[src/rtl/button_press_ledr.sv]
// Debounced push-button to red LED, with press strobe and optional toggle.
// Ports:
//   clk         - rising-edge system clock
//   rst_n       - synchronous active-low reset
//   button      - raw, asynchronous, bouncing push-button level
//   LEDR        - registered LED drive at physical polarity (LED_ACTIVE_LOW)
//   pressed     - registered debounced press state, 1 = pressed
//   press_pulse - one-cycle registered strobe on each accepted press
module button_press_ledr #(
    parameter int DEBOUNCE_CYCLES   = 120000,
    parameter bit BUTTON_ACTIVE_LOW = 1'b0,
    parameter bit LED_ACTIVE_LOW    = 1'b0,
    parameter bit TOGGLE_MODE       = 1'b0
) (
    input  logic clk,
    input  logic rst_n,
    input  logic button,
    output logic LEDR,
    output logic pressed,
    output logic press_pulse
);

    localparam int CW = (DEBOUNCE_CYCLES > 1) ? $clog2(DEBOUNCE_CYCLES) : 1;
    localparam logic [CW-1:0] CNT_MAX = CW'(DEBOUNCE_CYCLES - 1);
    // Raw pin level that means "not pressed"; synchronizer resets here.
    localparam logic RELEASED = BUTTON_ACTIVE_LOW;

    logic          s1;
    logic          s2;
    logic          db;
    logic [CW-1:0] cnt;
    logic          led;

    logic level;
    logic rise;
    logic led_next;

    assign level = s2 ^ BUTTON_ACTIVE_LOW;
    // db has just gone high but pressed has not yet followed.
    assign rise  = db & ~pressed;

    always_comb begin
        led_next = led;
        if (TOGGLE_MODE) begin
            if (rise) begin
                led_next = ~led;
            end
        end else begin
            led_next = db;
        end
    end

    always_ff @(posedge clk) begin
        if (!rst_n) begin
            s1          <= RELEASED;
            s2          <= RELEASED;
            db          <= 1'b0;
            cnt         <= '0;
            pressed     <= 1'b0;
            press_pulse <= 1'b0;
            led         <= 1'b0;
            LEDR        <= LED_ACTIVE_LOW;
        end else begin
            s1 <= button;
            s2 <= s1;
            // Count consecutive disagreeing samples; any agreement restarts.
            if (level != db) begin
                if (cnt == CNT_MAX) begin
                    db  <= level;
                    cnt <= '0;
                end else begin
                    cnt <= cnt + CW'(1);
                end
            end else begin
                cnt <= '0;
            end
            pressed     <= db;
            press_pulse <= rise;
            led         <= led_next;
            LEDR        <= led_next ^ LED_ACTIVE_LOW;
        end
    end

endmodule

[config.mk]
export PLATFORM = sky130hd
export DESIGN_NAME = button_press_ledr
export DESIGN_NICKNAME = d
export VERILOG_FILES = /design/src/rtl/button_press_ledr.sv
export SDC_FILE = /design/constraint.sdc
export NUM_CORES = 1
export LEC_CHECK = 0
export CAP_MARGIN = 5
export CORE_MARGIN = 3
export CORE_UTILIZATION = 58
export DETAILED_ROUTE_END_ITERATION = 8
export GPL_TIMING_DRIVEN = 0
export PLACE_DENSITY = 0.82
export SKIP_CTS_REPAIR_TIMING = 1
export SLEW_MARGIN = 40
export SYNTH_ARGS = -nofsm -noshare
export SYNTH_HDL_FRONTEND = slang
export SYNTH_SLANG_ARGS = --single-unit
[constraint.sdc]
create_clock -name clk -period 3.35 [get_ports clk]
set_input_delay 0.335 -clock clk [delete_from_list [all_inputs] [get_ports clk]]
set_output_delay 0.335 -clock clk [all_outputs]
set_load 0.01 [all_outputs]
==> flow_summary_export.csv <==
group,metric,value,unit
outcome,status,"finished, final reports clean",
yosys,synth-async-reset-ratio,0,
clocking,ctsHtreeMaxLevel,1,
clocking,cts_buffers,3,
critical_path,setup.worst_path.end_class,"flop",
final_layout,area_delta_synth_final,11.2,%
global_route,grt_pass1_vias,698,
die,dieHeight,46.3,um
final_layout,mostFrequentLayoutCells,"22 x dfxtp_1, 18 x nor2_1, 11 x xnor2_1",
sta,clock_skew,0.00362,ns
placement,numPortBuffers,5,
run,max_cap_violations,0,
global_route,grt_max_degree,13,
yosys,ys_types,25,
global_route,grt_pass1_wl,3020,um
yosys,ys.flop_type,"dfxtp_1",
sta,fin_crit,1.83,ns
clocking,clk_path_buf_depth,2,
routing,ant_nets,0,
critical_path,worst_ep_required_time,3.59,ns
die,fp.dieArea,2140,um2
sta,hold_ws,0.452,ns
yosys,synth_nets,107,
hold_path,min-delay-start,"s1",
die,start_util,0.664,
routing,wire_per_inst,13.0,um
die,core,1420,um2
yosys,synth_top_area_frac,0.469,
yosys,synth_edf_count,0,
sta,fin_tns_setup,0,ns
pwr,power_density,393,nW/um2
final_layout,mostFrequentLayoutCell,"dfxtp_1",
critical_path,rr_startpoint,"cnt[0]",
global_route,grt_overflow,0,
routing,wl,1650,um
pwr,ir_worst_vdd,0.303,mV
die,die_w,46.3,um
global_route,grt_usage,0.200,
critical_path,setup.worst_path.start,"cnt[0]",
yosys,synth-seq-cells,22,
final_layout,fillers,115,
final_layout,nNetsFinal,117,
yosys,avgSynthCellArea,9.12,um2
yosys,yosys.area.top_type,"dfxtp_1",
sta,relSlewSlack,0.705,
sta,fin_crit_sh,0.545,
yosys,yosys-top-cells-area,"dfxtp_1 47%, xnor2_1 10%, nor2_1 7.2%, nand3_1 4.8%, xor2_1 2.8%",
sta,drv_slew,0,
final_layout,n_antenna_cell,0,
routing,vias,723,
pwr,total_power,0.000410,W
final_layout,layout-drive-gt1-share,0.0714,
critical_path,path_max_fanout,5,
routing,drt_first_pass_iters,4,
die,rows,13,
routing,avgViaCountPerCell,5.69,
pwr,p_leak,0.325,nW
clocking,cts_tree,"yes",
sta,tightest_slew,0.442,ns
yosys,yosys_warnings,0,
clocking,path_clk_slew,0.11,ns
placement,post-dp-hpwl,1200,um
clocking,cts-root-buf,"clkbuf_4",
yosys,syn_inst,103,
placement,place_congestion,0.787,
clocking,clock_latency,0.30,ns
die,ioPinCount,6,
yosys,synth_area,940,um2
routing,drcViolationCount,0,
yosys,ys_seq_area_frac,0.469,
sta,hold_viol_final,0,
critical_path,crit_type,"flop to flop",
clocking,cts.sinks,22,
routing,drt_iter0_markers,17,
global_route,antenna_found_initial,0,
critical_path,worst_setup_path_start_kind,"flop",
hold_path,min_path_type,"flop to flop",
sta,fmax,0.548,GHz
sta,rsz0062_at_grt,"false",
critical_path,arrival,2.06,ns
sta,setup_viol,0,
==> cells by family after synthesis <==
group                    synth area share
AO/OA/AOI/OAI                      0.0319
XOR/XNOR                            0.130
adder cells (fa/ha/maj)            0.0133
buffers and inverters              0.0439
flip-flops                          0.469
AND/OR/NAND/NOR                     0.312
==> state kept, by name, indices dropped and copies added, names as in the netlist <==
name / cells
cnt: 17
db: 1
level: 1
press_pulse: 1
pressed: 1
s1: 1
==> stage by stage <==
stage / instances / setup slack (ns) / instance area [um2] / utilization
floorplan: 103 / 1.69 / 940 / -
detailed placement: 123 / 1.56 / 1010 / 0.713
CTS: 127 / 1.51 / 1040 / 0.738
global route: 127 / 1.42 / 1040 / 0.738
finish: 127 / 1.52 / 1040 / 0.738
global placement: 123 / 1.58 / 1010 / 0.713
==> path summary, 6_finish.rpt <==
kind | slack, ns | cells after the start | to
worst max-delay path | 1.52 | 5 | cnt[16]
worst min-delay path | 0.45 | 1 | level
worst max register to register | 1.52 | 5 | cnt[16]
worst min register to register | 0.45 | 1 | level
==> where the power goes <==
part	total, W	internal [W]	switching (W)
logic	0.00000793	0.00000411	0.00000382
clock network	0.000139	0.0000663	0.0000725
registers	0.000264	0.000263	0.000000810
==> synth_stat cells, types with 2 or more instances <==
library cell  count
nor2_1           18
and2_1            2
nand3_1           9
nor4_1            4
or4_1             2
xor2_1            3
a21oi_1           2
nand4_1           3
inv_1             4
nor3_1            4
dfxtp_1          22
nand2_1           6
xnor2_1          11
o31ai_1           2
==> layout make-up <==
class                      instances  area, um2  area share
buffer                             3       26.3      0.0251
clock buffer                       4       36.3      0.0347
inverter                           4       15.0      0.0144
multi-input combinational         74        458       0.438
sequential                        22        440       0.422
tap                               15       18.8      0.0180
timing repair buffer               5       50.0      0.0479
==> metal layers <==
layer  share of wire  GRT usage
met5               0          0
met4           0.017     0.0795
met1            0.44      0.236
met2            0.50      0.321
met3           0.044     0.0781
==> critical path, cell delays in order (launching register included) <==
cell and delay [ns]:
dfxtp_1 0.41, ha_1 0.27, nand4_1 0.16, or2_0 0.27, or4_1 0.51, a21oi_1 0.15
No activity file was read; power rests on OpenSTA's default activity.
